--- src/rtl/donkey_ctl_pkg.sv ---
// Shared types and constants for the Donkey sprite motion controller.
package donkey_ctl_pkg;

  // Sprite footprint on screen.
  localparam int DONKEY_WIDTH  = 64;
  localparam int DONKEY_HEIGHT = 64;

  // Keyboard codes (PS/2 set-2 make codes) produced by the keyboard decoder.
  localparam logic [15:0] KEY_NONE = 16'h0000;
  localparam logic [15:0] KEY_A    = 16'h001C;
  localparam logic [15:0] KEY_D    = 16'h0023;
  localparam logic [15:0] KEY_W    = 16'h001D;

  // Vertical motion state; velocity direction is implied by the state.
  typedef enum logic [1:0] {GROUND, RISE, FALL} donkey_state_t;

  // True for the keys that steer the sprite horizontally.
  function automatic logic is_horiz(input logic [15:0] key);
    return (key == KEY_A) || (key == KEY_D);
  endfunction

endpackage

--- src/rtl/donkey_ctl_if.sv ---
// Keyboard/timing inputs and sprite-position outputs of the motion controller.
interface donkey_ctl_if;
  logic        vblnk;
  logic [15:0] keycode;
  logic [11:0] xpos;
  logic [11:0] ypos;
  logic        left;
  logic [15:0] previous;
  logic        airborne;

  modport master (output vblnk, keycode,
                  input  xpos, ypos, left, previous, airborne);
  modport slave  (input  vblnk, keycode,
                  output xpos, ypos, left, previous, airborne);
endinterface

--- src/rtl/donkey_ctl_edge_rise.sv ---
// Generic 1-bit rising-edge detector with a registered pulse output.
module edge_rise (
  input  logic clk,
  input  logic rst,
  input  logic d_i,
  output logic rise_o
);
  logic d_q;
  logic rise_q;

  // Remember the last sample and flag a 0->1 transition for one clock.
  always_ff @(posedge clk or posedge rst) begin
    if (rst) begin
      d_q    <= 1'b0;
      rise_q <= 1'b0;
    end else begin
      d_q    <= d_i;
      rise_q <= d_i & ~d_q;
    end
  end

  assign rise_o = rise_q;
endmodule

--- src/rtl/donkey_ctl.sv ---
// Per-frame Donkey motion: horizontal walk with clamps, jump/fall trajectory.
module donkey_ctl
  import donkey_ctl_pkg::*;
#(
  parameter int unsigned X_START = 100,
  parameter int unsigned X_MIN   = 0,
  parameter int unsigned X_MAX   = 1024 - DONKEY_WIDTH,
  parameter int unsigned Y_MIN   = 0,
  parameter int unsigned FLOOR_Y = 704,
  parameter int unsigned STEP_X  = 4,
  parameter int unsigned JUMP_V0 = 12,
  parameter int unsigned GRAVITY = 1,
  parameter int unsigned V_MAX   = 15
) (
  input  logic        clk,
  input  logic        rst,
  donkey_ctl_if.slave bus
);
  // 13-bit versions so add/subtract can never wrap inside the 12-bit screen.
  localparam logic [12:0] XMIN_W  = 13'(X_MIN);
  localparam logic [12:0] XMAX_W  = 13'(X_MAX);
  localparam logic [12:0] STEP_W  = 13'(STEP_X);
  localparam logic [12:0] YMIN_W  = 13'(Y_MIN);
  localparam logic [12:0] FLOOR_W = 13'(FLOOR_Y);
  localparam logic [11:0] XSTART  = 12'(X_START);
  localparam logic [5:0]  V0      = 6'(JUMP_V0);
  localparam logic [5:0]  GRAV    = 6'(GRAVITY);
  localparam logic [5:0]  VMAX    = 6'(V_MAX);

  logic          tick;
  logic [11:0]   xpos_q, xpos_d;
  logic [11:0]   ypos_q, ypos_d;
  logic          left_q, left_d;
  logic [15:0]   prev_q, prev_d;
  logic [5:0]    vel_q, vel_d;
  donkey_state_t state_q, state_d;

  logic [12:0]   x_dec, x_inc, y_dn;
  logic [11:0]   y_up;
  logic [6:0]    v_fall;

  // One tick per frame, on the vblank rising edge.
  edge_rise u_vblnk_edge (
    .clk    (clk),
    .rst    (rst),
    .d_i    (bus.vblnk),
    .rise_o (tick)
  );

  // Next-state: everything holds unless this is a frame tick.
  always_comb begin
    xpos_d  = xpos_q;
    ypos_d  = ypos_q;
    left_d  = left_q;
    prev_d  = prev_q;
    vel_d   = vel_q;
    state_d = state_q;

    x_dec  = {1'b0, xpos_q} - STEP_W;
    x_inc  = {1'b0, xpos_q} + STEP_W;
    y_up   = ypos_q - {6'b0, vel_q};
    v_fall = {1'b0, vel_q} + {1'b0, GRAV};
    if (v_fall > {1'b0, VMAX}) v_fall = {1'b0, VMAX};
    y_dn   = {1'b0, ypos_q} + {6'b0, v_fall};

    if (tick) begin
      left_d = (bus.keycode == KEY_A);
      if (is_horiz(bus.keycode)) prev_d = bus.keycode;

      // Horizontal steering works in every vertical state (air control).
      if (bus.keycode == KEY_A) begin
        xpos_d = (x_dec[12] || (x_dec < XMIN_W)) ? XMIN_W[11:0] : x_dec[11:0];
      end else if (bus.keycode == KEY_D) begin
        xpos_d = (x_inc > XMAX_W) ? XMAX_W[11:0] : x_inc[11:0];
      end

      case (state_q)
        GROUND: begin
          // Take-off tick only loads velocity; the sprite moves next tick.
          if (bus.keycode == KEY_W) begin
            state_d = RISE;
            vel_d   = V0;
          end
        end
        RISE: begin
          // ypos - vel <= Y_MIN rewritten as ypos <= Y_MIN + vel (no wrap).
          if ({1'b0, ypos_q} <= YMIN_W + {7'b0, vel_q}) begin
            ypos_d  = YMIN_W[11:0];
            vel_d   = '0;
            state_d = FALL;
          end else begin
            ypos_d = y_up;
            if (vel_q <= GRAV) begin
              vel_d   = '0;
              state_d = FALL;
            end else begin
              vel_d = vel_q - GRAV;
            end
          end
        end
        FALL: begin
          // Landing tick ignores W; a held W jumps again on the next tick.
          if (y_dn >= FLOOR_W) begin
            ypos_d  = FLOOR_W[11:0];
            vel_d   = '0;
            state_d = GROUND;
          end else begin
            ypos_d = y_dn[11:0];
            vel_d  = v_fall[5:0];
          end
        end
        default: state_d = GROUND;
      endcase
    end
  end

  // State and output registers.
  always_ff @(posedge clk or posedge rst) begin
    if (rst) begin
      xpos_q  <= XSTART;
      ypos_q  <= FLOOR_W[11:0];
      left_q  <= 1'b0;
      prev_q  <= KEY_NONE;
      vel_q   <= '0;
      state_q <= GROUND;
    end else begin
      xpos_q  <= xpos_d;
      ypos_q  <= ypos_d;
      left_q  <= left_d;
      prev_q  <= prev_d;
      vel_q   <= vel_d;
      state_q <= state_d;
    end
  end

  assign bus.xpos     = xpos_q;
  assign bus.ypos     = ypos_q;
  assign bus.left     = left_q;
  assign bus.previous = prev_q;
  assign bus.airborne = (state_q != GROUND);

endmodule
--- src/flat_wrapper.sv ---
// flat-port wrapper written by rule: the top's interface ports become plain ports
module donkey_ctl_flat import donkey_ctl_pkg::*;
#(
  parameter int unsigned X_START = 100,
  parameter int unsigned X_MIN   = 0,
  parameter int unsigned X_MAX   = 1024 - DONKEY_WIDTH,
  parameter int unsigned Y_MIN   = 0,
  parameter int unsigned FLOOR_Y = 704,
  parameter int unsigned STEP_X  = 4,
  parameter int unsigned JUMP_V0 = 12,
  parameter int unsigned GRAVITY = 1,
  parameter int unsigned V_MAX   = 15
)
  (clk, rst, bus_vblnk, bus_keycode, bus_xpos, bus_ypos, bus_left, bus_previous, bus_airborne);
  donkey_ctl_if bus_i ();
  input  logic clk;
  input  logic rst;
  input wire logic [$bits(bus_i.vblnk)-1:0] bus_vblnk;
  input wire logic [$bits(bus_i.keycode)-1:0] bus_keycode;
  output wire logic [$bits(bus_i.xpos)-1:0] bus_xpos;
  output wire logic [$bits(bus_i.ypos)-1:0] bus_ypos;
  output wire logic [$bits(bus_i.left)-1:0] bus_left;
  output wire logic [$bits(bus_i.previous)-1:0] bus_previous;
  output wire logic [$bits(bus_i.airborne)-1:0] bus_airborne;
  assign bus_i.vblnk = bus_vblnk;
  assign bus_i.keycode = bus_keycode;
  assign bus_xpos = bus_i.xpos;
  assign bus_ypos = bus_i.ypos;
  assign bus_left = bus_i.left;
  assign bus_previous = bus_i.previous;
  assign bus_airborne = bus_i.airborne;
  donkey_ctl #(.X_START(X_START), .X_MIN(X_MIN), .X_MAX(X_MAX), .Y_MIN(Y_MIN), .FLOOR_Y(FLOOR_Y), .STEP_X(STEP_X), .JUMP_V0(JUMP_V0), .GRAVITY(GRAVITY), .V_MAX(V_MAX)) u_core (.clk(clk), .rst(rst), .bus(bus_i));
endmodule
--- config.mk ---
export PLATFORM = sky130hd
export DESIGN_NAME = donkey_ctl_flat
export DESIGN_NICKNAME = d
export VERILOG_FILES = /design/src/rtl/donkey_ctl_pkg.sv /design/src/rtl/donkey_ctl_if.sv /design/src/rtl/donkey_ctl_edge_rise.sv /design/src/rtl/donkey_ctl.sv /design/src/flat_wrapper.sv
export SDC_FILE = /design/constraint.sdc
export NUM_CORES = 1
export LEC_CHECK = 0
export CORE_MARGIN = 10
export CORE_UTILIZATION = 49
export DETAILED_ROUTE_END_ITERATION = 16
export GPL_TIMING_DRIVEN = 0
export PLACE_DENSITY_LB_ADDON = 0.1
export SETUP_SLACK_MARGIN = 0.3
export SYNTH_ARGS = -nofsm -noshare
export SYNTH_HDL_FRONTEND = slang
export SYNTH_SLANG_ARGS = --single-unit
--- constraint.sdc ---
create_clock -name clk -period 3.7 [get_ports clk]
set_input_delay 0.37 -clock clk [delete_from_list [all_inputs] [get_ports clk]]
set_output_delay 0.37 -clock clk [all_outputs]
set_load 0.005 [all_outputs]
-- Word level (Yosys, flattened, before mapping)
Index checks and enable logic that the tools add are counted.
W data, S select, Z words.
- flip-flop bits (word level): 51
- output and inout bits: 42
- add/subtract/negate cells: 6
- $lt $le $gt $ge: 6
- eq/ne operators: 8
- multiplexer cells: 18
- bitwise gates (word level): 2
- reduce and logical (&&, ||, !) cells: 12
- operator list (kind ; count):
    $mux W12 ; 6
    $eq A16 B5 Y1 const B ; 2
    $mux W6 ; 4
    $pmux W12 S2 ; 1
    $pmux W6 S3 ; 1
    $eq A16 B6 Y1 const B ; 1
    $add A12 B3 Y13 const B ; 1
    $add A12 B7 Y13 ; 1
    $ge A13 B10 Y1 const B ; 1
    $gt A13 B10 Y1 const B ; 1
    $lt A13 B1 Y1 const B ; 1
    $sub A12 B3 Y13 const B ; 1
    $le A12 B6 Y1 ; 1
    $sub A12 B6 Y12 ; 1
    $mux W2 ; 4
    $add A6 B1 Y7 const B ; 1
    $gt A7 B4 Y1 const B ; 1
    $mux W7 ; 1
    $le A6 B1 Y1 const B ; 1
    $pmux W2 S3 ; 1
    $reduce_and A2 Y1 ; 3
    $reduce_bool A2 Y1 ; 3
    $sub A6 B1 Y6 const B ; 1
    $ne A2 B1 Y1 const B ; 2
    10 further kinds ; 11

-- Depth between registers and ports, before layout
Gate-level depths: netlist (run 1).
- depth in word-level cells: 7
- depth in mapped cells: 16
- depth with buffers taken out: 15

-- Hierarchy
From an unflattened synthesis (run 1), not the netlist that was laid out.
- cell total of the unflattened synthesis: 441
- area, all modules: 3642.2 um^2
- modules (own cells, without submodules) (module ; instances ; cells an instance ; area an instance (um^2)):
    donkey_ctl ; 1 ; 437 ; 3574.7
    edge_rise ; 1 ; 4 ; 67.6

-- Least setup slack after synthesis (run 1)
No wires, ideal clock.
- path kind: register to register
- start point: reg u_core.vel_q[1]
- end point: reg u_core.state_q[0]
- setup time: 0.128 ns
- arrival time: 3.524 ns
- data required time: 3.572 ns
- setup slack: 0.048 ns
- stages on the path, launching flop included: 16
- clock period less this slack: 3.652 ns
- path through: dfrtp_1 ha_1 nand3_1 mux2i_1 nor2_1 nand2_1 ha_1 inv_1 fa_1 nand2b_1 a21oi_1 o2111a_1 mux2_1 and4bb_2 a211oi_2 mux2_1
- cells in the longest elaborated chain, start to end: 7
- elaborated cells between the ends (all ways): 12
- classes of those cells: add/sub: 2; order compare: 4; eq/ne: 2; mux: 3; reduce/logical: 1
- RTL lines (item ; line ; text):
    start, declared ; donkey_ctl.sv:35 ; logic [5:0] vel_q, vel_d;
    start signal, assigned ; donkey_ctl.sv:131 ; vel_q <= vel_d;
    $add A6 B1 Y7 ; donkey_ctl.sv:62 ; v_fall = {1'b0, vel_q} + {1'b0, GRAV};
    $gt A7 B4 Y1 ; donkey_ctl.sv:63 ; if (v_fall > {1'b0, VMAX}) v_fall = {1'b0, VMAX};
    $mux W7 ; donkey_ctl.sv:63 ;
    $add A12 B7 Y13 ; donkey_ctl.sv:64 ; y_dn = {1'b0, ypos_q} + {6'b0, v_fall};
    $ge A13 B10 Y1 ; donkey_ctl.sv:103 ; if (y_dn >= FLOOR_W) begin
    $ne A2 B1 Y1 (no line) ; - ;
    $reduce_and A4 Y1 (no line) ; - ;
    end signal, assigned ; donkey_ctl.sv:132 ; state_q <= state_d;
    end, declared ; donkey_ctl.sv:36 ; donkey_state_t state_q, state_d;
Several ways; a longest one is shown, not always the timed one.
A chain may end at the register's enable or synchronous reset.

-- Final worst setup path (run 1)
- start point: reg u_core.vel_q[0]
- end point: reg u_core.state_q[0]
The elaborated chain is that of the path after synthesis.

==> insert_results.sql, run 1 <==
INSERT INTO impl_metrics (metric_group, metric, value, unit) VALUES
('pwr', 'switchingPower', '0.9752', 'mW'),
('run_status', 'run_status', 'completed', ''),
('job', 'cap_viol_max_count', '0', ''),
('final_layout', 'finalCoreUtilization', '0.6911', ''),
('clock_network', 'num_cts_buffers', '5', ''),
('yosys', 'ys_ff_latch', '49', ''),
('final_layout', 'num-fill-cells', '586', ''),
('critical_path', 'worst_path_required', '3.90', 'ns'),
('routing', 'route.final.wire_length', '11.18', 'mm'),
('yosys', 'synth_fa_ha_area_frac', '0.08502', ''),
('yosys', 'synth_largest_area_cell', 'sky130_fd_sc_hd__dfrtp_1', ''),
('routing', 'routed_via_density', '5.855', ''),
('routing', 'final_antenna_net_count', '0', ''),
('clock_network', 'max-clock-path-buffers', '2', ''),
('global_routing', 'wire_length_of_the_first_global_routing_pass', '17.54', 'mm'),
('floorplan', 'number_of_rows_in_the_core_area', '31', ''),
('global_routing', 'globalRouteMet3Util', '0.03952', ''),
('pwr', 'power_leakage', '2.074', 'nW'),
('routing', 'route.vias.total', '3683', ''),
('placement', 'dp_hpwl', '7.799', 'mm'),
('yosys', 'ys_async_sr_fraction', '1.000', ''),
('global_routing', 'groute.usage.overall', '0.1830', ''),
('clock_network', 'clock_sink_count', '49', ''),
('floorplan', 'io_pins', '61', ''),
('timing', 'layout_min_cycle_time', '3.534', 'ns'),
('critical_path', 'crit_fanout', '4', ''),
('yosys', 'synthTopCellsByCount', 'sky130_fd_sc_hd__dfrtp_1, sky130_fd_sc_hd__a21oi_1, sky130_fd_sc_hd__nand2_1, sky130_fd_sc_hd__inv_1, sky130_fd_sc_hd__nor2_1', ''),
('clock_network', 'clock_tree_from_tritoncts', 'yes', ''),
('global_routing', 'number_of_global_route_vias_before_repair', '3642', ''),
('pwr', 'power_density', '480.9', 'nW/um^2'),
('pwr', 'p_total', '2.424', 'mW'),
('pwr', 'part_of_the_total_power_dissipated_in_the_clock_network', '0.171', ''),
('critical_path', 'cp.arrival', '3.74', 'ns'),
('yosys', 'yosysWarnings', '0', ''),
('pwr', 'p_int', '1.448', 'mW'),
('timing', 'finalClockSkew', '0.01165', 'ns'),
('floorplan', 'starting_density', '0.5086', ''),
('clock_network', 'root_buffer', 'sky130_fd_sc_hd__clkbuf_8', ''),
('pwr', 'power.switching_fraction', '0.4024', ''),
('pwr', 'power.ir.vdd_worst', '323.3', 'uV'),
('critical_path', 'category_of_the_critical_setup_timing_path', 'flip-flop to flip-flop', ''),
('placement', 'gpl.final_weighted_congestion', '0.9247', ''),
('timing', 'smallest_hold_slack', '0.3399', 'ns'),
('floorplan', 'design.die.area', '11450', 'um^2'),
('clock_network', 'htree_num_levels', '2', ''),
('floorplan', 'die_y', '107.0', 'um'),
('final_layout', 'antenna_cell_count', '0', ''),
('pwr', 'comb_power_share', '0.566', ''),
('routing', 'detailedRoute.firstIterationViolations', '259', ''),
('final_layout', 'syn_to_final_growth', '35.90', '%'),
('critical_path', 'reg2reg_setup_slack', '0.17', 'ns'),
('placement', 'pre_cts_ws', '-0.1090', 'ns'),
('final_layout', 'nets_final', '572', ''),
('yosys', 'syn_avg_cell_area', '8.429', 'um^2'),
('yosys', 'synthSimpleGateAreaFrac', '0.2304', ''),
('clock_network', 'clk_transition_reported_paths', '0.10', 'ns'),
('routing', 'detail_route.drc_violations', '0', ''),
('global_routing', 'grt-ovfl-total', '0', ''),
('clock_network', 'clock_insertion_delay_worst_skew', '0.31', 'ns'),
('global_routing', 'grt_antenna_before_repair', '0', ''),
('critical_path', 'endpoint_kind', 'flip-flop', ''),
('yosys', 'netlist_top_cells_area', 'sky130_fd_sc_hd__dfrtp_1, sky130_fd_sc_hd__ha_1, sky130_fd_sc_hd__a21oi_1', ''),
('yosys', 'synth_top_family_by_area', 'compound AO/OA/AOI/OAI gates', ''),
('timing', 'setup_repair_after_global_routing_missed_its_margin', 'true', ''),
('pwr', 'seq_power_share', '0.263', ''),
('placement', 'placement.io_buffers', '58', ''),
('yosys', 'synth_edf_count', '0', ''),
('timing', 'timing.slew.headroom', '0.5234', ''),
('yosys', 'syn_inst', '440', ''),
('final_layout', 'share_of_final_layout_standard_cells_stronger_than_drive_strength_1', '0.1830', ''),
('yosys', 'yosys.cell_count.top_type', 'sky130_fd_sc_hd__dfrtp_1', '');
power by group through the flow:
| stage | combinational [mW] | clock, mW | sequential, mW |
|---|---|---|---|
| detailed placement | 1.03 | 0 | 0.639 |
| global placement | 0.994 | 0 | 0.638 |
| floorplan | 0.753 | 0 | 0.629 |
| global route | 1.48 | 0.444 | 0.644 |
| CTS | 1.13 | 0.425 | 0.631 |
| finish | 1.37 | 0.414 | 0.637 |
state kept, by name, indices dropped and copies added (netlist names):
name	count
u_core.vel_q	6
u_core.bus.previous	16
u_core.bus.left	1
u_core.bus.ypos	12
u_core.bus.xpos	10
u_core.u_vblnk_edge.rise_o	1
u_core.state_q	2
u_core.u_vblnk_edge.d_q	1
logic make-up (layout without fill, tap and decap cells):
family | after synthesis | in the layout
buffers and inverters | 51 | 137
adders and majority gates | 24 | 24
xor gates and xnor gates | 14 | 14
muxes | 6 | 6
DFF | 49 | 49
and+or+nand+nor | 159 | 159
AOI/OAI and AO/OA | 136 | 136
other | 1 | 5
cells in the final DEF, fill, tap and decap left out, drive strengths merged, types with 11 or more instances in the layout:
| cell | n |
|---|---|
| clkdlybuf4s50 | 58 |
| dfrtp | 43 |
| a21oi | 36 |
| o21ai | 36 |
| nand2 | 35 |
| nor2 | 28 |
| inv | 28 |
| buf | 28 |
| ha | 22 |
| clkbuf | 21 |
| nor3 | 19 |
| and2 | 14 |
| a21o | 11 |
| nand3 | 11 |
through the flow:
stage | instances | cell area [um^2]
global route | 629 | 5040
detailed placement | 602 | 4489
CTS | 621 | 4795
floorplan | 444 | 3765
global placement | 601 | 4469
finish | 629 | 5040
critical path, stage by stage (launching register included):
cell and delay (ns):
sky130_fd_sc_hd__dfrtp_2 0.47, sky130_fd_sc_hd__ha_4 0.18, sky130_fd_sc_hd__nand3_2 0.08, sky130_fd_sc_hd__mux2i_2 0.25, sky130_fd_sc_hd__nor2_2 0.08, sky130_fd_sc_hd__nand2_2 0.09
sky130_fd_sc_hd__ha_4 0.14, sky130_fd_sc_hd__inv_2 0.04, sky130_fd_sc_hd__fa_2 0.36, sky130_fd_sc_hd__nand2b_4 0.16, sky130_fd_sc_hd__a21oi_4 0.14, sky130_fd_sc_hd__o2111a_1 0.24
sky130_fd_sc_hd__mux2_4 0.34, sky130_fd_sc_hd__and4bb_4 0.24, sky130_fd_sc_hd__a211oi_4 0.28, sky130_fd_sc_hd__mux2_4 0.33
layer usage:
metal	wire [um]	vias up
li1	-	1758
met1	4623	1790
met2	5670	110
met3	626	25
met4	256	0
met5	0	-
worst paths after layout:
check / cells past startpoint / startpoint / endpoint
min reg2reg: 1 / u_core.u_vblnk_edge.d_q$_DFF_PP0_ / u_core.u_vblnk_edge.rise_o$_DFF_PP0_
max reg2reg: 15 / u_core.vel_q[0]$_DFFE_PP0P_ / u_core.state_q[0]$_DFFE_PP0P_
max: 15 / u_core.vel_q[0]$_DFFE_PP0P_ / u_core.state_q[0]$_DFFE_PP0P_
min: 2 / rst / u_core.bus.previous[9]$_DFFE_PP0P_
max in group asynchronous: 3 / rst / u_core.bus.ypos[9]$_DFFE_PP1P_
min in group clk: 1 / u_core.u_vblnk_edge.d_q$_DFF_PP0_ / u_core.u_vblnk_edge.rise_o$_DFF_PP0_
what timing repair did:
item	4_1_cts	5_1_grt
buffers inserted	11	7
pin swaps	12	18
cloned	0	1
gates resized for setup	23	32
hold endpoints to repair	0	0
setup endpoints to repair	14	14
layout make-up:
type	count	share of cell area
inverter	28	0.02085
multi-input combinational	344	0.5042
timing repair buffer	78	0.1517
clock inverter	2	0.007448
clock buffer	6	0.01639
tap	99	0.02458
buffer	23	0.02954
sequential	49	0.2453
Power figures use the tool's default switching activity.
==> inputs of run 2 (changes only) <==
PLACE_DENSITY = 0.77   (was default)
PLACE_DENSITY_LB_ADDON = default   (was 0.1)
REMOVE_ABC_BUFFERS = 1   (was default)
==> insert_results.sql, run 2 (same netlist as run 1, synthesis figures left out) <==
INSERT INTO impl_metrics (metric_group, metric, value, unit) VALUES
('run_status', 'run_status', 'completed', ''),
('clock_network', 'clock_insertion_delay_worst_skew', '0.31', 'ns'),
('critical_path', 'cp.arrival', '3.78', 'ns'),
('min_path', 'holdCritPathClass', 'input pin to asynchronous set/reset pin', ''),
('timing', 'report.final.slew_viol_count', '0', ''),
('clock_network', 'root_buffer', 'sky130_fd_sc_hd__clkbuf_8', ''),
('global_routing', 'grt_start_max_net_pins', '41', ''),
('global_routing', 'number_of_global_route_vias_before_repair', '3624', ''),
('floorplan', 'die_y', '107.0', 'um'),
('clock_network', 'num_cts_buffers', '5', ''),
('global_routing', 'grt_antenna_before_repair', '0', ''),
('final_layout', 'layout_commonest_cell', 'sky130_fd_sc_hd__clkdlybuf4s50_1', ''),
('global_routing', 'grt-ovfl-total', '0', ''),
('routing', 'route.vias.total', '3627', ''),
('final_layout', 'largest_register_ff_count', '16', ''),
('timing', 'layout_min_cycle_time', '3.574', 'ns'),
('pwr', 'part_of_the_total_power_dissipated_in_the_clock_network', '0.151', ''),
('clock_network', 'cts-hold-fix-buffers', '0', ''),
('timing', 'report.final.setup_viol', '0', ''),
('final_layout', 'antenna_cell_count', '0', ''),
('timing', 'layout_setup_ws', '0.1265', 'ns'),
('timing', 'setup_repair_after_global_routing_missed_its_margin', 'true', ''),
('global_routing', 'groute.usage.overall', '0.1823', ''),
('routing', 'final_antenna_net_count', '0', ''),
('timing', 'finalClockSkew', '0.006205', 'ns'),
('critical_path', 'crit_fanout', '4', ''),
('final_layout', 'nets_final', '552', ''),
('timing', 'layout_worst_path_cycle_share', '0.9658', ''),
('critical_path', 'worst_path_required', '3.90', 'ns'),
('final_layout', 'syn_to_final_growth', '30.40', '%'),
('final_layout', 'share_of_final_layout_standard_cells_stronger_than_drive_strength_1', '0.1706', ''),
('timing', 'hold_viol', '0', ''),
('critical_path', 'critPathMaxStageDelay', '0.47', 'ns'),
('job', 'cap_viol_max_count', '0', ''),
('routing', 'route.final.wire_length', '10.81', 'mm'),
('clock_network', 'clock_sink_count', '49', ''),
('timing', 'timing.slew.headroom', '0.1802', ''),
('placement', 'placement.io_buffers', '58', ''),
('critical_path', 'critical-path-slowest-cell', 'sky130_fd_sc_hd__dfrtp_2', ''),
('floorplan', 'starting_density', '0.5086', ''),
('placement', 'dp_hpwl', '7.210', 'mm'),
('pwr', 'switchingPower', '0.9572', 'mW'),
('final_layout', 'top_library_cells_by_usage_in_the_layout_fill_and_taps_aside', 'sky130_fd_sc_hd__clkdlybuf4s50_1, sky130_fd_sc_hd__dfrtp_1, sky130_fd_sc_hd__nand2_1, sky130_fd_sc_hd__a21oi_1', ''),
('pwr', 'power.switching_fraction', '0.4182', ''),
('placement', 'gpl.final_weighted_congestion', '0.9457', ''),
('pwr', 'seq_power_share', '0.284', ''),
('floorplan', 'design.die.area', '11450', 'um^2'),
('timing', 'worst_pin_slew', '1.230', 'ns'),
('critical_path', 'endpoint_kind', 'flip-flop', ''),
('floorplan', 'chipWidth', '107.0', 'um'),
('pwr', 'p_int', '1.332', 'mW'),
('clock_network', 'clk_transition_reported_paths', '0.10', 'ns'),
('critical_path', 'crit_chain', 'ha_4, nand3_2, mux2i_2, nor2_2, nand2_1, ha_2, o211ai_1, nor3_2, or3_4, nor3_2, and4bb_4, a211oi_4, mux2_4', ''),
('global_routing', 'wire_length_of_the_first_global_routing_pass', '17.62', 'mm'),
('routing', 'detailedRoute.firstIterationViolations', '178', ''),
('routing', 'wire_per_inst', '17.75', 'um'),
('pwr', 'power_density', '473.3', 'nW/um^2'),
('timing', 'timing.fmax', '279.8', 'MHz'),
('routing', 'detail_route.drc_violations', '0', ''),
('pwr', 'power.ir.vdd_worst', '265.0', 'uV'),
('floorplan', 'io_pins', '61', ''),
('routing', 'routed_via_density', '5.956', ''),
('pwr', 'comb_power_share', '0.564', ''),
('timing', 'setup-tns-final', '0', 'ns'),
('clock_network', 'max-clock-path-buffers', '2', ''),
('floorplan', 'number_of_rows_in_the_core_area', '31', ''),
('clock_network', 'clock_tree_from_tritoncts', 'yes', ''),
('floorplan', 'core-area', '7292', 'um^2'),
('routing', 'first_pass_iters', '5', ''),
('critical_path', 'path_common_cell', 'sky130_fd_sc_hd__nor3_2', ''),
('clock_network', 'htree_num_levels', '2', ''),
('placement', 'pre_cts_ws', '-0.8197', 'ns'),
('pwr', 'power_leakage', '1.970', 'nW'),
('critical_path', 'category_of_the_critical_setup_timing_path', 'flip-flop to flip-flop', ''),
('critical_path', 'start_kind', 'flip-flop', '');
-- run 2: cell count changes in the layout (fill, tap and decap cells not counted), moves of 2 or more --
cell and change:
sky130_fd_sc_hd__clkbuf_8 -2, sky130_fd_sc_hd__buf_6 -4, sky130_fd_sc_hd__clkbuf_1 -12, sky130_fd_sc_hd__buf_2 -2
-- run 2: power by group through the flow --
stage	clock network, mW	logic, mW	registers (mW)
after floorplan	0	0.686	0.637
after global placement	0	0.915	0.650
after detailed placement	0	0.944	0.653
after CTS	0.350	1.12	0.643
after global routing	0.376	1.41	0.655
final	0.347	1.29	0.650
-- run 2: critical path, delay by kind of cell, from the launching register on --
kind / cells / cell delay, ns
AO/OA/AOI/OAI: 2 / 0.59
adder cells (fa/ha/maj): 2 / 0.52
flip-flops: 1 / 0.47
multiplexers: 2 / 0.58
AND/OR/NAND/NOR: 7 / 1.31
-- run 2: what timing repair did --
item,CTS,global route
pin swaps,12,22
hold endpoints to repair,0,0
setup buffers,13,9
setup endpoints to repair,16,31
gates resized for setup,33,15
-- run 2: path summary, 6_finish.rpt --
path                                                         from                              endpoint  slack [ns]  depth (start not counted)
max in group asynchronous                                     rst        u_core.bus.ypos[6]$_DFFE_PP1P_        2.84                          3
worst max register to register        u_core.vel_q[0]$_DFFE_PP0P_         u_core.state_q[1]$_DFFE_PP0P_        0.13                         13
min in group clk                u_core.u_vblnk_edge.d_q$_DFF_PP0_  u_core.u_vblnk_edge.rise_o$_DFF_PP0_        0.40                          1
worst max-delay path                  u_core.vel_q[0]$_DFFE_PP0P_         u_core.state_q[1]$_DFFE_PP0P_        0.13                         13
worst min-delay path                                          rst    u_core.bus.previous[9]$_DFFE_PP0P_        0.29                          2
worst min register to register  u_core.u_vblnk_edge.d_q$_DFF_PP0_  u_core.u_vblnk_edge.rise_o$_DFF_PP0_        0.40                          1
-- run 2: layout make-up --
class,count,area (um^2)
clock buffers,5,68.82
well taps,99,123.9
fillers,618,2456
flip-flops and latches,49,1236
repair buffers,81,782.0
inverters,28,105.1
clock inverters,3,26.28
multi-input cells,344,2494
-- run 2: metal layers --
layer  wire, um  GRT usage  part of all wire  up-vias
met3        773    0.04790             0.072       18
met2       5271     0.3064              0.49      135
met4        172    0.04932             0.016        0
met1       4594     0.2257              0.42     1748
met5          0          0                 0        -
li1           -          -                 -     1726
-- run 2: stage by stage --
step                area [um^2]  total power, mW  hold WS [ns]  utilization  instances
floorplan                  3603            1.323        0.3777            -        421
global placement           4308            1.565        0.3872       0.5908        578
detailed placement         4328            1.596        0.3915       0.5935        579
CTS                        4669            2.113        0.2937       0.6404        600
global route               4836            2.437        0.2934       0.6632        609
finish                     4836            2.289        0.2882       0.6632        609
==> inputs of run 3 (changes only) <==
SLEW_MARGIN = 20   (was default)
==> insert_results.sql, run 3 (same netlist as run 1, synthesis figures left out) <==
INSERT INTO impl_metrics (metric_group, metric, value, unit) VALUES
('run_status', 'run_status', 'completed', ''),
('critical_path', 'start_kind', 'flip-flop', ''),
('final_layout', 'seqCellArea', '1236', 'um^2'),
('floorplan', 'chipWidth', '107.0', 'um'),
('job', 'cap_viol_max_count', '0', ''),
('critical_path', 'category_of_the_critical_setup_timing_path', 'flip-flop to flip-flop', ''),
('routing', 'wire_per_inst', '17.72', 'um'),
('routing', 'detail_route.wirelength.met1', '4.650', 'mm'),
('pwr', 'power.ir.vdd_worst', '354.2', 'uV'),
('final_layout', 'nets_final', '555', ''),
('floorplan', 'design.die.area', '11450', 'um^2'),
('timing', 'hold_viol', '0', ''),
('placement', 'placement.io_buffers', '58', ''),
('routing', 'maxUsedRoutingLayer', 'met4', ''),
('placement', 'dp_hpwl', '7.232', 'mm'),
('timing', 'layout_min_cycle_time', '3.552', 'ns'),
('critical_path', 'reg2reg_setup_slack', '0.15', 'ns'),
('global_routing', 'grt_antenna_before_repair', '0', ''),
('final_layout', 'num-fill-cells', '594', ''),
('global_routing', 'grt-ovfl-total', '0', ''),
('critical_path', 'endpoint_kind', 'flip-flop', ''),
('final_layout', 'finalCoreUtilization', '0.6760', ''),
('timing', 'timing.slew.headroom', '0.4417', ''),
('routing', 'route.vias.total', '3627', ''),
('final_layout', 'top_library_cells_by_usage_in_the_layout_fill_and_taps_aside', 'sky130_fd_sc_hd__clkdlybuf4s50_1, sky130_fd_sc_hd__dfrtp_1, sky130_fd_sc_hd__nand2_1', ''),
('floorplan', 'number_of_rows_in_the_core_area', '31', ''),
('timing', 'setup_repair_after_global_routing_missed_its_margin', 'true', ''),
('clock_network', 'clock_sink_count', '49', ''),
('clock_network', 'clock_tree_from_tritoncts', 'yes', ''),
('pwr', 'power_leakage', '1.999', 'nW'),
('timing', 'smallest_hold_slack', '0.4001', 'ns'),
('timing', 'timing.fmax', '281.6', 'MHz'),
('routing', 'first_pass_iters', '4', ''),
('global_routing', 'wire_length_of_the_first_global_routing_pass', '17.28', 'mm'),
('min_path', 'holdCritPathClass', 'flip-flop to flip-flop', ''),
('clock_network', 'clock_insertion_delay_worst_skew', '0.31', 'ns'),
('routing', 'route.final.wire_length', '10.85', 'mm'),
('routing', 'routed_via_density', '5.926', ''),
('clock_network', 'max-clock-path-buffers', '2', ''),
('timing', 'report.final.setup_viol', '0', ''),
('final_layout', 'layout_commonest_cell', 'sky130_fd_sc_hd__clkdlybuf4s50_1', ''),
('clock_network', 'htree_num_levels', '2', ''),
('global_routing', 'groute.usage.overall', '0.1782', ''),
('final_layout', 'antenna_cell_count', '0', ''),
('final_layout', 'share_of_final_layout_standard_cells_stronger_than_drive_strength_1', '0.1910', ''),
('floorplan', 'die_y', '107.0', 'um'),
('pwr', 'power_density', '476.2', 'nW/um^2'),
('final_layout', 'multi_input_comb_area', '2536', 'um^2'),
('timing', 'layout_worst_path_cycle_share', '0.9599', ''),
('floorplan', 'starting_density', '0.5086', ''),
('placement', 'gpl.final_weighted_congestion', '0.9457', ''),
('routing', 'wl_met2', '5.272', 'mm'),
('global_routing', 'grt_start_max_net_pins', '28', ''),
('routing', 'detailedRoute.firstIterationViolations', '282', ''),
('clock_network', 'num_cts_buffers', '5', ''),
('floorplan', 'io_pins', '61', ''),
('global_routing', 'number_of_global_route_vias_before_repair', '3514', ''),
('timing', 'worst_pin_slew', '0.8370', 'ns'),
('routing', 'detail_route.drc_violations', '0', ''),
('timing', 'finalClockSkew', '0.01308', 'ns'),
('critical_path', 'crit_fanout', '4', ''),
('floorplan', 'core-area', '7292', 'um^2'),
('timing', 'report.final.slew_viol_count', '0', ''),
('clock_network', 'clk_transition_reported_paths', '0.10', 'ns'),
('routing', 'final_antenna_net_count', '0', ''),
('final_layout', 'largest_register_ff_count', '16', ''),
('routing', 'met3WireLength', '794', 'um'),
('critical_path', 'cp.arrival', '3.75', 'ns'),
('clock_network', 'root_buffer', 'sky130_fd_sc_hd__clkbuf_8', ''),
('critical_path', 'worst_path_required', '3.90', 'ns'),
('final_layout', 'syn_to_final_growth', '32.93', '%');
==> run 3: final cells by class <==
type,count,share of cell area
clock buffers,5,0.01396
flip-flops and latches,49,0.2508
clock inverters,3,0.005330
well taps,99,0.02513
multi-input cells,344,0.5145
repair buffers,84,0.1690
inverters,28,0.02132
==> run 3: per-stage QoR <==
step                instance area, um^2  std cells  setup TNS (ns)  total power [mW]  setup slack [ns]
finish                             4930        612               0             2.347            0.1484
global route                       4930        612               0             2.502           0.05215
CTS                                4664        597               0             2.108            0.2271
detailed placement                 4337        579          -7.700             1.596           -0.8049
global placement                   4308        578          -6.880             1.565           -0.7491
floorplan                          3603        421         -0.2383             1.323           -0.1192
==> run 3: critical path, cell delays in order (launching register included) <==
cell	delay (ns)
sky130_fd_sc_hd__dfrtp_2	0.46
sky130_fd_sc_hd__ha_4	0.18
sky130_fd_sc_hd__nand3_2	0.08
sky130_fd_sc_hd__mux2i_2	0.27
sky130_fd_sc_hd__nor2_2	0.08
sky130_fd_sc_hd__nand2_2	0.09
sky130_fd_sc_hd__ha_4	0.14
sky130_fd_sc_hd__inv_2	0.04
sky130_fd_sc_hd__fa_2	0.37
sky130_fd_sc_hd__nand2b_4	0.17
sky130_fd_sc_hd__a21oi_4	0.17
sky130_fd_sc_hd__o2111a_1	0.24
sky130_fd_sc_hd__mux2_4	0.32
sky130_fd_sc_hd__and4bb_4	0.24
sky130_fd_sc_hd__a211oi_4	0.29
sky130_fd_sc_hd__mux2_4	0.32
==> run 3: final timing paths <==
check | from | endpoint | depth (start not counted)
worst min-delay path | u_core.u_vblnk_edge.d_q$_DFF_PP0_ | u_core.u_vblnk_edge.rise_o$_DFF_PP0_ | 1
min in group asynchronous | rst | u_core.bus.xpos[3]$_DFFE_PP0P_ | 2
worst min register to register | u_core.u_vblnk_edge.d_q$_DFF_PP0_ | u_core.u_vblnk_edge.rise_o$_DFF_PP0_ | 1
worst max register to register | u_core.vel_q[1]$_DFFE_PP0P_ | u_core.state_q[1]$_DFFE_PP0P_ | 15
max in group asynchronous | rst | u_core.bus.xpos[6]$_DFFE_PP1P_ | 3
worst max-delay path | u_core.vel_q[1]$_DFFE_PP0P_ | u_core.state_q[1]$_DFFE_PP0P_ | 15
==> run 3: power by group <==
part           switching [mW]  leakage [nW]  total (mW)  internal, mW
clock network           0.208        0.0423       0.346         0.138
logic                   0.706          1.35        1.35         0.647
registers              0.0676         0.606       0.648         0.581
==> run 3: repair_timing <==
item                                    CTS  global route
gates resized for setup                  36            22
endpoints found under the setup margin   16            14
pin swaps                                14            24
cloned                                    0             1
endpoints found under the hold margin     0             0
buffers inserted                         10            14
hold buffers                              0             0
==> run 3: per-layer routing <==
| layer | up-vias | GRT usage |
|---|---|---|
| met5 | - | 0 |
| met4 | 0 | 0.03482 |
| met3 | 10 | 0.04072 |
| met2 | 118 | 0.2976 |
| met1 | 1772 | 0.2305 |
| li1 | 1727 | - |
==> variant 1, RTL diff (flow settings as in run 3) <==
Re-encode `donkey_state_t` (3 states) as one-hot, 3 bits wide.
--- a/src/rtl/donkey_ctl_pkg.sv
+++ b/src/rtl/donkey_ctl_pkg.sv
@@ -13,5 +13,5 @@
 
   // Vertical motion state; velocity direction is implied by the state.
-  typedef enum logic [1:0] {GROUND, RISE, FALL} donkey_state_t;
+  typedef enum logic [2:0] {GROUND = 3'b001, RISE = 3'b010, FALL = 3'b100} donkey_state_t;
 
   // True for the keys that steer the sprite horizontally.
Check against the original RTL: same outputs for any inputs over 10 cycles, from zero or initial values and one cycle with rst high; not proved beyond that.
==> variant 1 against run 3 <==
- sequential cell count grew 1
- total power grew 51%
- wire length shrank 7.2%
- maximum frequency grew 6.2%
- setup slack gained 0.21 ns
- first-iteration DRC count shrank 14%
- final area shrank 3.0%
- synthesized area grew 2.0%
- global-route usage shrank 0.53 points
- critical path type unchanged
- critical endpoint is now u_core.state_q[2]
- highest routed layer unchanged
==> variant 1: results (changes against run 3) <==
Tot GR Track Use 0.173 (-0.00534); DP Worst Slack -0.374 ns (+0.431 ns); Tightest Pin Transition 0.822 ns (-0.0145 ns); CTS Buf Count 5 (unchanged); Worst R2R Path Depth 14 (-1); asr flop ratio synth 1.00 (unchanged); Routability Congestion 0.944 (-0.18%); Post-synth top flop dfrtp_1; Pleak 2.01 nW (+0.39%); # nets final 539 (-2.9%); most frequent cells after synthesis 43 x dfrtp_1, 32 x a21oi_1, 30 x nand2_1; Post-Route Skew 0.00987 ns (-0.00322 ns); drt initial violations 242 (-14%); status finished, final reports clean; ratio of cells with drive above 1 in the final layout 0.162 (-0.0290); dominant cells by area after synthesis dfrtp_1 28%, ha_1 6.3%, dfstp_2 4.9%, a21oi_1 4.2%, xnor2_1 3.9%; Seq/Total Area, Yosys 0.333 (+0.000344); fill count 613 (+3.2%); clk root buf clkbuf_8; maximum VDD drop 0.320 mV (-9.5%); CP max FO 6 (+2); largest net degree at the start of global routing 30 (+7.1%); DR vias 3527 (-2.8%); first-pass GRT wire length 16800 um (-2.5%); Core Util, Final 0.649 (-0.0270); Critical Path AT 3.54 ns (-0.21 ns); Distinct cells, synth 80 (+14%); placed cell areas 0.00443 mm2 (+2.2%); DPL Wire Length 7230 um (about the same); final WL 10100 um (-7.2%); vias in the first global route 3608 (+2.7%); Largest register FFs 16 (unchanged)
[variant 1: cell types whose count changed after synthesis, moves of 5 or more]
cell | run 3 | this run
nor3_1 | 19 | 10
nor2b_1 | 9 | 4
xnor2_1 | 9 | 17
nand2_1 | 35 | 30
o21ai_1 | 12 | 4
nand3_1 | 11 | 16
[variant 1: metrics by stage]
stage                     hold WS [ns]  cells
after floorplan                  0.378    418
after detailed placement         0.383    577
after global routing             0.431    599
after global placement           0.383    575
after CTS                        0.390    593
final                            0.384    599
[variant 1: kinds of logic after synthesis]
kind of cell,count (synthesis),synth area share
other cells,1,0.000991
flops,50,0.333
fa+ha+maj,21,0.0734
xor+xnor,20,0.0463
compound gates,131,0.240
mux,8,0.0222
simple gates,156,0.230
buf+inv,49,0.0546
[variant 1: cell type report]
cell class | instances | area share
inverters | 27 | 0.0212
clock buffers | 5 | 0.0144
multi-input cells | 341 | 0.513
clock inverters | 3 | 0.00916
flip-flops and latches | 50 | 0.264
well taps | 99 | 0.0259
repair buffers | 74 | 0.152
[variant 1: critical path, stage by stage (launching register included)]
cell and delay (ns):
dfrtp_2 0.45, ha_4 0.17, and3_4 0.15, o21a_4 0.21
buf_6 0.11, or3_4 0.37, inv_2 0.08, fa_2 0.19
nand2b_4 0.14, a21oi_4 0.08, o211ai_1 0.27, mux2i_2 0.26
o21bai_4 0.18, and3_4 0.25, mux2_4 0.30
[variant 1: layer usage]
metal,wire length [um],vias to the layer above,track usage
met5,0,-,0
met3,739,14,0.0491
met2,4930,108,0.301
met4,102,0,0.0372
li1,-,1702,-
met1,4290,1703,0.205
[variant 1: timing repair]
item,in CTS,in global routing
pin swaps,5,11
gates resized for setup,13,23
setup buffers,8,6
setup endpoints to repair,17,17
[variant 1: report_power, final]
| part | switching [W] | internal (W) | leakage [nW] | total (W) |
|---|---|---|---|---|
| Clock | 0.000195 | 0.000203 | 0.0585 | 0.000398 |
| Sequential | 0.000186 | 0.000661 | 0.614 | 0.000846 |
| Combinational | 0.00118 | 0.00112 | 1.33 | 0.00230 |
| Total | 0.00156 | 0.00198 | 2.01 | 0.00354 |
[variant 1: worst paths after layout]
path	slack, ns	start	to
min in group asynchronous	0.42	rst	u_core.bus.ypos[0]
hold reg to reg	0.38	u_core.u_vblnk_edge.d_q	u_core.u_vblnk_edge.rise_o
hold / removal	0.38	u_core.u_vblnk_edge.d_q	u_core.u_vblnk_edge.rise_o
setup reg to reg	0.36	u_core.vel_q[1]	u_core.state_q[2]
setup / recovery	0.36	u_core.vel_q[1]	u_core.state_q[2]
max in group asynchronous	2.67	rst	u_core.bus.xpos[6]
==> variant 2, RTL diff (settings of run 3) <==
Made on the original files. `JUMP_V0` is set to 12 in 2 places; all go to 6.
--- a/src/rtl/donkey_ctl.sv
+++ b/src/rtl/donkey_ctl.sv
@@ -9,5 +9,5 @@
   parameter int unsigned FLOOR_Y = 704,
   parameter int unsigned STEP_X  = 4,
-  parameter int unsigned JUMP_V0 = 12,
+  parameter int unsigned JUMP_V0 = 6,
   parameter int unsigned GRAVITY = 1,
   parameter int unsigned V_MAX   = 15
--- a/src/flat_wrapper.sv
+++ b/src/flat_wrapper.sv
@@ -8,5 +8,5 @@
   parameter int unsigned FLOOR_Y = 704,
   parameter int unsigned STEP_X  = 4,
-  parameter int unsigned JUMP_V0 = 12,
+  parameter int unsigned JUMP_V0 = 6,
   parameter int unsigned GRAVITY = 1,
   parameter int unsigned V_MAX   = 15
Check against the original RTL: not equivalent (a bounded check fails within 10 cycles, from zero or initial values and one cycle with rst high).
==> variant 2 against run 3 <==
- clock skew is 0.0014 ns lower
- total power is 7.0% higher
- synthesized cell count is 0.45% higher
- combinational power is 7% higher
- setup slack better by 0.21 ns
- die area hardly changed
- count of clock-buffer cells in the layout stayed put
- sequential cell count stayed put
- sequential share of layout area is 1.2 points higher
- wire length is 8.2% lower
- synthesized area hardly changed
- final area is 4.5% lower
- final cell count is 1.5% lower
==> variant 2: results (changes against run 3) <==
status finished, final reports clean; DP Worst Slack -0.320 ns (+0.485 ns); DPL Wire Length 7260 um (+0.40%); ratio of cells with drive above 1 in the final layout 0.137 (-0.0541); clk root buf clkbuf_8; Critical R2R Capture u_core.state_q[0]; Tightest Pin Transition 0.788 ns (-0.0495 ns); fin cells 603 (-1.5%); Reg2Reg Setup Slack 0.35 ns (+0.21 ns); Seq/Total Area, Yosys 0.332 (about the same); port bufs 58 (unchanged); largest net degree at the start of global routing 30 (+7.1%); Pleak 1.92 nW (-4.0%); Hold WC Path Type input pin to asynchronous set/reset pin; final WL 9960 um (-8.2%); # nets final 546 (-1.6%); first-pass GRT wire length 16400 um (-5.2%); CTS tree built; syn_area_per_cell 8.40 um2 (-0.39%); Tot GR Track Use 0.168 (-0.0102); Distinct cells, synth 68 (-2.9%); CP max FO 6 (+2); Critical Path AT 3.54 ns (-0.21 ns); drt initial violations 158 (-44%); final hold slack 0.379 ns (-0.0213 ns); router iterations before antenna repair 5 (+1); final count of hold timing violations 0 (unchanged); CP peak stage delay 0.45 ns; fill count 663 (+12%); dpl cells 584 (+0.86%); DR vias 3586 (-1.1%); Routability Congestion 0.883 (-6.6%); CP max-delay cell dfrtp_2; asr flop ratio synth 1.00 (unchanged); dominant cells by area after synthesis dfrtp_1 29%, ha_1 7.4%, o21ai_0 4.5%, dfstp_2 4.2%, nand2_1 4.2%; most frequent cells after synthesis 43 x dfrtp_1, 42 x nand2_1, 35 x nor2_1; H-tree levels 2 (unchanged); maximum VDD drop 0.210 mV (-41%); Post-Route Skew 0.0117 ns (-0.00137 ns); R2R Path Start u_core.vel_q[1]; Ant. Diodes 0 (unchanged)
## variant 2: cell count changes in the layout (fill, tap and decap cells not counted), sizes merged, moves of 3 or more
| cell | delta |
|---|---|
| nor2 | +7 |
| nor4 | +4 |
| o21ai | -3 |
| a21oi | -8 |
| o21a | +6 |
| nand3 | +5 |
| a21o | -5 |
| nand2 | +7 |
| a31o | -3 |
| inv | +3 |
| nor2b | -4 |
| buf | -13 |
| a31oi | -4 |
| a32oi | -5 |
## variant 2: stage by stage
step | total power, W | TNS [ns] | area (um2)
floorplan | 0.00155 | 0 | 3630
global placement | 0.00185 | -2.60 | 4330
detailed placement | 0.00190 | -2.93 | 4350
CTS | 0.00235 | 0 | 4560
global route | 0.00272 | 0 | 4710
finish | 0.00251 | 0 | 4710
## variant 2: how the worst max path moves through the flow
stage | slack, ns | from | endpoint | depth (start not counted)
final | 0.35 | u_core.vel_q[1] | u_core.state_q[0] | 15
after global routing | 0.23 | u_core.vel_q[0] | u_core.state_q[0] | 15
after CTS | 0.31 | u_core.vel_q[0] | u_core.state_q[0] | 15
after detailed placement | -0.32 | u_core.vel_q[0] | u_core.bus.ypos[3] | 14
after global placement | -0.29 | u_core.vel_q[0] | u_core.bus.ypos[7] | 14
after floorplan | 0.26 | u_core.vel_q[0] | u_core.state_q[0] | 15
## variant 2: critical path, delay by kind of cell, from the launching register on
kind | cells | cell delay [ns]
AOI/OAI and AO/OA | 5 | 1.12
adders and majority gates | 2 | 0.40
buffers and inverters | 2 | 0.25
DFF | 1 | 0.45
muxes | 2 | 0.43
and+or+nand+nor | 4 | 0.57
## variant 2: cell families after synthesis
family,after synthesis,share of synthesized area
AO/OA/AOI/OAI,127,0.232
adder cells (fa/ha/maj),24,0.0850
multiplexers,5,0.0145
flip-flops,49,0.332
XOR/XNOR,14,0.0330
buffers and inverters,50,0.0573
other,1,0.00101
AND/OR/NAND/NOR,172,0.245
## variant 2: final cells by class
class,count,area share
Clock buffer,5,0.0146
Clock inverter,3,0.00531
Inverter,30,0.0239
Multi-Input combinational cell,347,0.522
Sequential cell,49,0.263
Tap cell,99,0.0263
Timing Repair Buffer,70,0.145
## variant 2: routing by layer
metal,up-vias,track usage,part of all wire
li1,1708,-,-
met1,1726,0.191,0.39
met2,131,0.303,0.53
met3,21,0.0389,0.064
met4,0,0.0513,0.016
met5,-,0,0
## variant 2: power by group
group	internal (W)	switching, W
registers	0.000613	0.000112
clock network	0.000138	0.000205
logic	0.000677	0.000767
total	0.00143	0.00108
## variant 2: timing repair
action | CTS | global route
endpoints found under the setup margin | 16 | 16
pin swaps | 9 | 11
resized for setup | 14 | 22
buffers inserted | 6 | 5
endpoints found under the hold margin | 0 | 0
